File: config.mk
export PLATFORM = sky130hd
export DESIGN_NAME = uart_lite_frame_bridge
export DESIGN_NICKNAME = d
export VERILOG_FILES = /design/src/rtl/uart_lite_frame_bridge.sv
export SDC_FILE = /design/constraint.sdc
export NUM_CORES = 1
export LEC_CHECK = 0
export CORE_MARGIN = 5
export CORE_UTILIZATION = 50
export CTS_BUF_LIST = sky130_fd_sc_hd__clkbuf_8
export CTS_CLUSTER_DIAMETER = 30
export DETAILED_ROUTE_END_ITERATION = 12
export PLACE_DENSITY = 0.72
export SLEW_MARGIN = 5
export SYNTH_ARGS = -nofsm -noshare
export SYNTH_HDL_FRONTEND = slang
export SYNTH_SLANG_ARGS = --single-unit
File: constraint.sdc
create_clock -name clk -period 4.9 [get_ports clk]
set_input_delay 1.47 -clock clk [delete_from_list [all_inputs] [get_ports clk]]
set_output_delay 1.47 -clock clk [all_outputs]
set_load 0.02 [all_outputs]
File: src/rtl/uart_lite_frame_bridge.sv
// AXI4-Lite master bridging an AXI UART Lite: polls STAT, buffers RX bytes in a
// circular buffer and writes them back to TX, either per byte or per frame.
module uart_lite_frame_bridge #(
  parameter int          DEPTH = 20,
  parameter int          AW    = 4,
  parameter int          MODE  = 1,
  parameter logic [7:0]  TERM  = 8'h0D
) (
  input  logic                       clk,
  input  logic                       rst,
  output logic [AW-1:0]              awaddr,
  output logic                       awvalid,
  input  logic                       awready,
  output logic [31:0]                wdata,
  output logic [3:0]                 wstrb,
  output logic                       wvalid,
  input  logic                       wready,
  input  logic [1:0]                 bresp,
  input  logic                       bvalid,
  output logic                       bready,
  output logic [AW-1:0]              araddr,
  output logic                       arvalid,
  input  logic                       arready,
  input  logic [31:0]                rdata,
  input  logic [1:0]                 rresp,
  input  logic                       rvalid,
  output logic                       rready,
  output logic [$clog2(DEPTH+1)-1:0] fill,
  output logic                       frame_done,
  output logic                       busy,
  output logic                       err
);

  localparam int FW = $clog2(DEPTH + 1);
  localparam int PW = $clog2(DEPTH);

  localparam logic [AW-1:0] A_RX   = AW'(0);
  localparam logic [AW-1:0] A_TX   = AW'(4);
  localparam logic [AW-1:0] A_STAT = AW'(8);
  localparam logic [AW-1:0] A_CTRL = AW'(12);
  localparam logic [PW-1:0] PTR_LAST  = PW'(DEPTH - 1);
  localparam logic [FW-1:0] FILL_FULL = FW'(DEPTH);

  typedef enum logic [3:0] {
    S_INIT, S_INIT_AW, S_INIT_B,
    S_POLL_AR, S_POLL_R,
    S_RX_AR, S_RX_R,
    S_TXS_AR, S_TXS_R,
    S_TX_AW, S_TX_B
  } state_t;

  state_t          state_q, state_d;
  logic [AW-1:0]   awaddr_q, awaddr_d;
  logic            awvalid_q, awvalid_d;
  logic [7:0]      wdata_q, wdata_d;
  logic            wvalid_q, wvalid_d;
  logic            bready_q, bready_d;
  logic [AW-1:0]   araddr_q, araddr_d;
  logic            arvalid_q, arvalid_d;
  logic            rready_q, rready_d;
  logic [PW-1:0]   wr_ptr_q, wr_ptr_d;
  logic [PW-1:0]   rd_ptr_q, rd_ptr_d;
  logic [FW-1:0]   fill_q, fill_d;
  logic            pending_q, pending_d;
  logic            frame_done_q, frame_done_d;
  logic            busy_q, busy_d;
  logic            err_q, err_d;

  logic [7:0]      mem [DEPTH];
  logic [7:0]      rd_byte_q;
  logic            mem_we;

  logic            ar_hs, r_hs, aw_hs, w_hs, b_hs;
  logic            aw_clear, w_clear;
  logic [FW-1:0]   fill_inc;
  logic            unused_rdata;

  assign ar_hs    = arvalid_q & arready;
  assign r_hs     = rvalid & rready_q;
  assign aw_hs    = awvalid_q & awready;
  assign w_hs     = wvalid_q & wready;
  assign b_hs     = bvalid & bready_q;
  assign aw_clear = ~awvalid_q | awready;
  assign w_clear  = ~wvalid_q | wready;
  assign fill_inc = fill_q + FW'(1);
  assign unused_rdata = ^rdata[31:8];

  // Registered read keeps the buffer mappable to block RAM; every read of
  // rd_byte_q happens at least two cycles after its pointer or data settles.
  always_ff @(posedge clk) begin
    if (mem_we) begin
      mem[wr_ptr_q] <= rdata[7:0];
    end
    rd_byte_q <= mem[rd_ptr_q];
  end

  always_comb begin
    state_d      = state_q;
    awaddr_d     = awaddr_q;
    awvalid_d    = awvalid_q;
    wdata_d      = wdata_q;
    wvalid_d     = wvalid_q;
    bready_d     = bready_q;
    araddr_d     = araddr_q;
    arvalid_d    = arvalid_q;
    rready_d     = rready_q;
    wr_ptr_d     = wr_ptr_q;
    rd_ptr_d     = rd_ptr_q;
    fill_d       = fill_q;
    pending_d    = pending_q;
    frame_done_d = 1'b0;
    err_d        = err_q;
    mem_we       = 1'b0;

    if ((r_hs && rresp != 2'b00) || (b_hs && bresp != 2'b00)) begin
      err_d = 1'b1;
    end

    case (state_q)
      S_INIT: begin
        awaddr_d  = A_CTRL;
        wdata_d   = 8'h03;
        awvalid_d = 1'b1;
        wvalid_d  = 1'b1;
        state_d   = S_INIT_AW;
      end

      // AW and W retire independently; B is awaited once both have gone.
      S_INIT_AW, S_TX_AW: begin
        if (aw_hs) awvalid_d = 1'b0;
        if (w_hs)  wvalid_d  = 1'b0;
        if (aw_clear && w_clear) begin
          bready_d = 1'b1;
          state_d  = (state_q == S_INIT_AW) ? S_INIT_B : S_TX_B;
        end
      end

      S_INIT_B: begin
        if (b_hs) begin
          bready_d  = 1'b0;
          arvalid_d = 1'b1;
          araddr_d  = A_STAT;
          state_d   = S_POLL_AR;
        end
      end

      S_POLL_AR, S_RX_AR, S_TXS_AR: begin
        if (ar_hs) begin
          arvalid_d = 1'b0;
          rready_d  = 1'b1;
          case (state_q)
            S_POLL_AR: state_d = S_POLL_R;
            S_RX_AR:   state_d = S_RX_R;
            default:   state_d = S_TXS_R;
          endcase
        end
      end

      S_POLL_R: begin
        if (r_hs) begin
          rready_d  = 1'b0;
          arvalid_d = 1'b1;
          if (rdata[0] && !pending_q) begin
            araddr_d = A_RX;
            state_d  = S_RX_AR;
          end else if (MODE == 1 && pending_q) begin
            araddr_d = A_STAT;
            state_d  = S_TXS_AR;
          end else begin
            araddr_d = A_STAT;
            state_d  = S_POLL_AR;
          end
        end
      end

      S_RX_R: begin
        if (r_hs) begin
          rready_d  = 1'b0;
          mem_we    = 1'b1;
          wr_ptr_d  = (wr_ptr_q == PTR_LAST) ? '0 : wr_ptr_q + PW'(1);
          fill_d    = fill_inc;
          arvalid_d = 1'b1;
          araddr_d  = A_STAT;
          if (MODE == 0) begin
            state_d = S_TXS_AR;
          end else begin
            if (rdata[7:0] == TERM || fill_inc == FILL_FULL) begin
              pending_d = 1'b1;
            end
            state_d = S_POLL_AR;
          end
        end
      end

      S_TXS_R: begin
        if (r_hs) begin
          rready_d = 1'b0;
          if (rdata[3]) begin
            arvalid_d = 1'b1;
            araddr_d  = A_STAT;
            state_d   = S_TXS_AR;
          end else begin
            awaddr_d  = A_TX;
            wdata_d   = rd_byte_q;
            awvalid_d = 1'b1;
            wvalid_d  = 1'b1;
            state_d   = S_TX_AW;
          end
        end
      end

      S_TX_B: begin
        if (b_hs) begin
          bready_d  = 1'b0;
          rd_ptr_d  = (rd_ptr_q == PTR_LAST) ? '0 : rd_ptr_q + PW'(1);
          fill_d    = fill_q - FW'(1);
          arvalid_d = 1'b1;
          araddr_d  = A_STAT;
          if (MODE == 1 && fill_q != FW'(1)) begin
            state_d = S_TXS_AR;
          end else begin
            frame_done_d = 1'b1;
            pending_d    = 1'b0;
            state_d      = S_POLL_AR;
          end
        end
      end

      default: state_d = S_INIT;
    endcase

    busy_d = (state_d != S_POLL_AR);
  end

  always_ff @(posedge clk) begin
    if (!rst) begin
      state_q      <= S_INIT;
      awaddr_q     <= '0;
      awvalid_q    <= 1'b0;
      wdata_q      <= '0;
      wvalid_q     <= 1'b0;
      bready_q     <= 1'b0;
      araddr_q     <= '0;
      arvalid_q    <= 1'b0;
      rready_q     <= 1'b0;
      wr_ptr_q     <= '0;
      rd_ptr_q     <= '0;
      fill_q       <= '0;
      pending_q    <= 1'b0;
      frame_done_q <= 1'b0;
      busy_q       <= 1'b0;
      err_q        <= 1'b0;
    end else begin
      state_q      <= state_d;
      awaddr_q     <= awaddr_d;
      awvalid_q    <= awvalid_d;
      wdata_q      <= wdata_d;
      wvalid_q     <= wvalid_d;
      bready_q     <= bready_d;
      araddr_q     <= araddr_d;
      arvalid_q    <= arvalid_d;
      rready_q     <= rready_d;
      wr_ptr_q     <= wr_ptr_d;
      rd_ptr_q     <= rd_ptr_d;
      fill_q       <= fill_d;
      pending_q    <= pending_d;
      frame_done_q <= frame_done_d;
      busy_q       <= busy_d;
      err_q        <= err_d;
    end
  end

  assign awaddr     = awaddr_q;
  assign awvalid    = awvalid_q;
  assign wdata      = {24'h0, wdata_q};
  assign wstrb      = 4'b0001;
  assign wvalid     = wvalid_q;
  assign bready     = bready_q;
  assign araddr     = araddr_q;
  assign arvalid    = arvalid_q;
  assign rready     = rready_q;
  assign fill       = fill_q;
  assign frame_done = frame_done_q;
  assign busy       = busy_q;
  assign err        = err_q;

endmodule
==> report_table.html <==
<table>
<tr><th>Metric</th><th>Value</th></tr>
<tr><th colspan="2">Yosys</th></tr>
<tr><td>Total of warnings raised by yosys</td><td>0</td></tr>
<tr><td>Number of distinct library cells after synthesis</td><td>63</td></tr>
<tr><td>Fraction of synthesized area in multiplexers</td><td>11.3%</td></tr>
<tr><td>Number of flops mapped to enable cells by yosys</td><td>160</td></tr>
<tr><td>Xor-xnor portion of the synthesized cell area</td><td>0.796%</td></tr>
<tr><td>Sequential cell area fraction in the yosys report</td><td>65.2%</td></tr>
<tr><td>Fraction of post-synthesis cell area in the top cell type by area</td><td>54.6%</td></tr>
<tr><td>Synth Area in Adders</td><td>1.14%</td></tr>
<tr><td>Simple-gate area share of the yosys netlist</td><td>8.81%</td></tr>
<tr><td>Gate count after technology mapping</td><td>588</td></tr>
<tr><td>Most common flop cell mapped by yosys</td><td>sky130_fd_sc_hd__edfxtp_1</td></tr>
<tr><td>Cells taking the most area after synthesis</td><td>sky130_fd_sc_hd__edfxtp_1 (55%), sky130_fd_sc_hd__dfxtp_1 (11%), sky130_fd_sc_hd__mux4_2 (10%)</td></tr>
<tr><td>Compound-cell area share of the yosys netlist</td><td>7.26%</td></tr>
<tr><td>Per-instance average area after synthesis</td><td>15.0 µm²</td></tr>
<tr><td>Synth area leader</td><td>sky130_fd_sc_hd__edfxtp_1</td></tr>
<tr><td>Fraction of registers with async set/reset</td><td>0%</td></tr>
<tr><td>Area of the mapped netlist</td><td>8810 µm²</td></tr>
<tr><td>Dominant combinational cell family by area after synthesis</td><td>multiplexers</td></tr>
<tr><td>FF+latch count, synth</td><td>207</td></tr>
<tr><th colspan="2">Critical path</th></tr>
<tr><td>CP arrival</td><td>3.72 ns</td></tr>
<tr><td>Worst-path fanout max</td><td>8</td></tr>
<tr><td>Path type of the worst setup path</td><td>input pin to flop</td></tr>
<tr><td>Required time of the critical path</td><td>5.04 ns</td></tr>
<tr><td>Endpoint type of the worst setup path</td><td>flop</td></tr>
<tr><td>Critical Path Source Type</td><td>input pin</td></tr>
<tr><th colspan="2">Timing</th></tr>
<tr><td>Worst Skew</td><td>0.0182 ns</td></tr>
<tr><td>Number of pins exceeding their max-slew limit in the final report</td><td>0</td></tr>
<tr><td>Period utilisation layout</td><td>73.1%</td></tr>
<tr><td>Final critical delay including setup and external delays</td><td>3.58 ns</td></tr>
<tr><td>Transition at the pin with the smallest max-transition slack</td><td>0.961 ns</td></tr>
<tr><td>Relative slew slack</td><td>34.3%</td></tr>
<tr><td>Achievable Freq</td><td>0.279 GHz</td></tr>
<tr><td>Count of final hold-check violations</td><td>0</td></tr>
<tr><td>Unrepaired setup endpoints after global routing</td><td>no</td></tr>
<tr><td>Setup violation total in the final timing report</td><td>0</td></tr>
<tr><td>Setup TNS after final layout</td><td>0 ns</td></tr>
<tr><th colspan="2">Pwr</th></tr>
<tr><td>Final Power</td><td>0.00365 W</td></tr>
<tr><td>Largest voltage drop on the vdd net</td><td>370 µV</td></tr>
<tr><td>Power density relative to cell area</td><td>364 nW/µm²</td></tr>
<tr><td>Leakage power summed over all cells</td><td>3.31 nW</td></tr>
<tr><th colspan="2">Clock tree</th></tr>
<tr><td>Clock root cell</td><td>sky130_fd_sc_hd__clkbuf_8</td></tr>
<tr><td>Num Clock Sinks</td><td>207</td></tr>
<tr><td>Number of clock buffers inserted by TritonCTS</td><td>37</td></tr>
<tr><td>Number of setup buffers added after CTS</td><td>0</td></tr>
<tr><td>CTS resizes</td><td>0</td></tr>
<tr><td>Number of buffers added to fix hold violations after cts</td><td>0</td></tr>
<tr><td>Buffers from clock root to sink, at most</td><td>3</td></tr>
<tr><td>Clock latency on the worst-skew pair</td><td>0.53 ns</td></tr>
<tr><td>H-tree levels</td><td>2</td></tr>
<tr><td>Clock tree from TritonCTS</td><td>built</td></tr>
<tr><td>Clock edge transition at the registers on the reported setup and hold paths</td><td>0.05 ns</td></tr>
<tr><th colspan="2">Layout</th></tr>
<tr><td>Ant. Diodes</td><td>0</td></tr>
<tr><td>Final design area excluding fillers</td><td>10,000 µm²</td></tr>
<tr><td>Fraction of layout instances using a drive strength above 1</td><td>17.7%</td></tr>
<tr><td>Fill cell total of the finished layout</td><td>1,331</td></tr>
<tr><td>Synthesis-to-finish area growth</td><td>14.0%</td></tr>
<tr><td>Final-stage net count</td><td>698</td></tr>
<tr><th colspan="2">Floorplan</th></tr>
<tr><td>Die extent in x</td><td>143 µm</td></tr>
<tr><td>Die Footprint</td><td>20,400 µm²</td></tr>
<tr><td>Die outline height</td><td>143 µm</td></tr>
<tr><td># IOs</td><td>100</td></tr>
<tr><td>Initial core utilization</td><td>50.9%</td></tr>
<tr><td>Core area</td><td>17,300 µm²</td></tr>
<tr><td>Std-Cell Rows</td><td>48</td></tr>
<tr><th colspan="2">Detailed routing</th></tr>
<tr><td>Total iterations of the first detailed-routing run</td><td>5</td></tr>
<tr><td>Antenna viol nets, final</td><td>0</td></tr>
<tr><td>Post-detailed-routing wire length</td><td>18,400 µm</td></tr>
<tr><td>Routed vias</td><td>5,109</td></tr>
<tr><td>Post-DR wirelength/cell</td><td>20.5 µm</td></tr>
<tr><td>Vias per cell</td><td>5.69</td></tr>
<tr><td>Iteration-0 DRC Markers</td><td>369</td></tr>
<tr><td>DRC violation count after routing</td><td>0</td></tr>
<tr><th colspan="2">Global route</th></tr>
<tr><td>Busiest layer in global routing</td><td>met2</td></tr>
<tr><td>Global-route track usage on met3</td><td>3.75%</td></tr>
<tr><td>Total global-route track usage</td><td>18.3%</td></tr>
<tr><td>Via count of the first global-routing pass</td><td>5,013</td></tr>
<tr><td>Maximum number of pins on one net before global-route repair</td><td>29</td></tr>
<tr><td>Wire length of the first global-routing pass</td><td>28,300 µm</td></tr>
<tr><td>Global-route track usage on met2</td><td>29.1%</td></tr>
<tr><td>Total global routing overflow</td><td>0</td></tr>
<tr><td>Global-route track usage on met1</td><td>25.2%</td></tr>
<tr><td>Initial antenna violation count</td><td>0</td></tr>
<tr><th colspan="2">Status</th></tr>
<tr><td>Result of the run</td><td>completed</td></tr>
<tr><th colspan="2">Hold path</th></tr>
<tr><td>Worst Hold Class</td><td>flop to flop</td></tr>
<tr><th colspan="2">Placement</th></tr>
<tr><td>Post-DP Area</td><td>9310 µm²</td></tr>
<tr><td>Final weighted congestion in routability-driven placement</td><td>0.863</td></tr>
<tr><td>Port buffer count</td><td>42</td></tr>
<tr><td>Dpl hpwl</td><td>11,500 µm</td></tr>
<tr><th colspan="2">Run</th></tr>
<tr><td>Total of max-cap violations</td><td>0</td></tr>
</table>
[critical path: stages]
cell and delay (ns):
sky130_fd_sc_hd__clkdlybuf4s50_1 0.57, sky130_fd_sc_hd__nand2_1 0.24, sky130_fd_sc_hd__nor3_4 0.45, sky130_fd_sc_hd__nand2_1 0.25, sky130_fd_sc_hd__nor2_1 0.73
[report_power, final]
| group | internal, W | switching, W |
|---|---|---|
| clock | 0.000878 | 0.000677 |
| sequential | 0.00190 | 0.0000213 |
| combinational | 0.0000644 | 0.000109 |
| total | 0.00284 | 0.000807 |
[layer usage]
| metal | routed length (µm) | share of wire, % | vias to the layer above |
|---|---|---|---|
| met5 | 0 | 0 | - |
| met4 | 403 | 2.2 | 0 |
| met3 | 1510 | 8.2 | 37 |
| met2 | 8550 | 46 | 243 |
| met1 | 7940 | 43 | 2517 |
| li1 | - | - | 2312 |
[sequential cells by signal (all words and copies together), names as in the netlist, 2 cells and up]
name	flops
rd_ptr_q	5
rd_byte_q	8
awaddr	2
mem	160
wdata_q	8
fill	5
state_q	4
wr_ptr_q	5
[final cells by class]
type                            instances  area (µm²)  area share (%)
Tap cell                              225         282            2.81
Inverter                               16        60.1           0.598
Sequential cell                       207        5750            57.3
Clock buffer                           41         564            5.62
Multi-Input combinational cell        330        2700            26.9
Timing Repair Buffer                   55         518            5.16
Clock inverter                         24         164            1.63
[cell families after synthesis]
logic type / after synthesis
compound gates: 85
xor+xnor: 8
fa+ha+maj: 8
buf+inv: 82
flops: 207
mux: 49
other cells: 2
simple gates: 147
[Yosys cell counts, drive strengths merged, types with 5 or more instances]
master	number
nor2	58
a2111oi	8
clkbuf	13
nand2b	9
xnor2	5
inv	15
o21ai	12
nand2	24
dfxtp	47
buf	53
nor2b	18
a221oi	12
a22oi	6
mux2i	9
ha	8
nand4	6
a21oi	14
mux4	40
edfxtp	160
or3	5
[worst paths after layout]
kind                                               start                 endpoint  slack (ns)  cells after the start
worst max register to register  rd_ptr_q[1]$_SDFFE_PN0P_     rd_byte_q[2]$_DFF_P_        1.92                      5
worst max-delay path                              rvalid     mem[12][7]$_DFFE_PP_        1.32                      5
worst min-delay path                rd_byte_q[1]$_DFF_P_  wdata_q[1]$_SDFFE_PN0P_        0.43                      2
worst min register to register      rd_byte_q[1]$_DFF_P_  wdata_q[1]$_SDFFE_PN0P_        0.43                      2
[per-stage QoR]
step	std cells	hold WS, ns	setup slack, ns	utilization [%]
after floorplan	619	0.409	2.03	-
after global placement	833	0.425	0.920	53.8
after detailed placement	833	0.419	0.802	53.8
after CTS	898	0.427	1.36	58.0
after global routing	898	0.462	1.16	58.0
final	898	0.425	1.32	58.0
[cell usage in the layout, fill, tap and decap left out, drive strengths merged, types with 4 or more instances in the layout]
cell type / synthesis / layout
edfxtp: 160 / 160
nor2: 58 / 58
dfxtp: 47 / 47
clkdlybuf4s50: 0 / 42
clkbuf: 13 / 41
mux4: 40 / 40
conb: 2 / 33
inv: 15 / 25
nand2: 24 / 24
nor2b: 18 / 18
a21oi: 14 / 14
buf: 53 / 13
o21ai: 12 / 12
a221oi: 12 / 12
clkinv: 1 / 11
mux2i: 9 / 9
nand2b: 9 / 9
ha: 8 / 8
a2111oi: 8 / 8
nand4: 6 / 6
a22oi: 6 / 6
or3: 5 / 5
xnor2: 5 / 5
and2: 4 / 4
a31oi: 4 / 4
a211oi: 4 / 4
o21a: 4 / 4
nor3: 4 / 4
No activity file was read; power rests on OpenSTA's default activity.
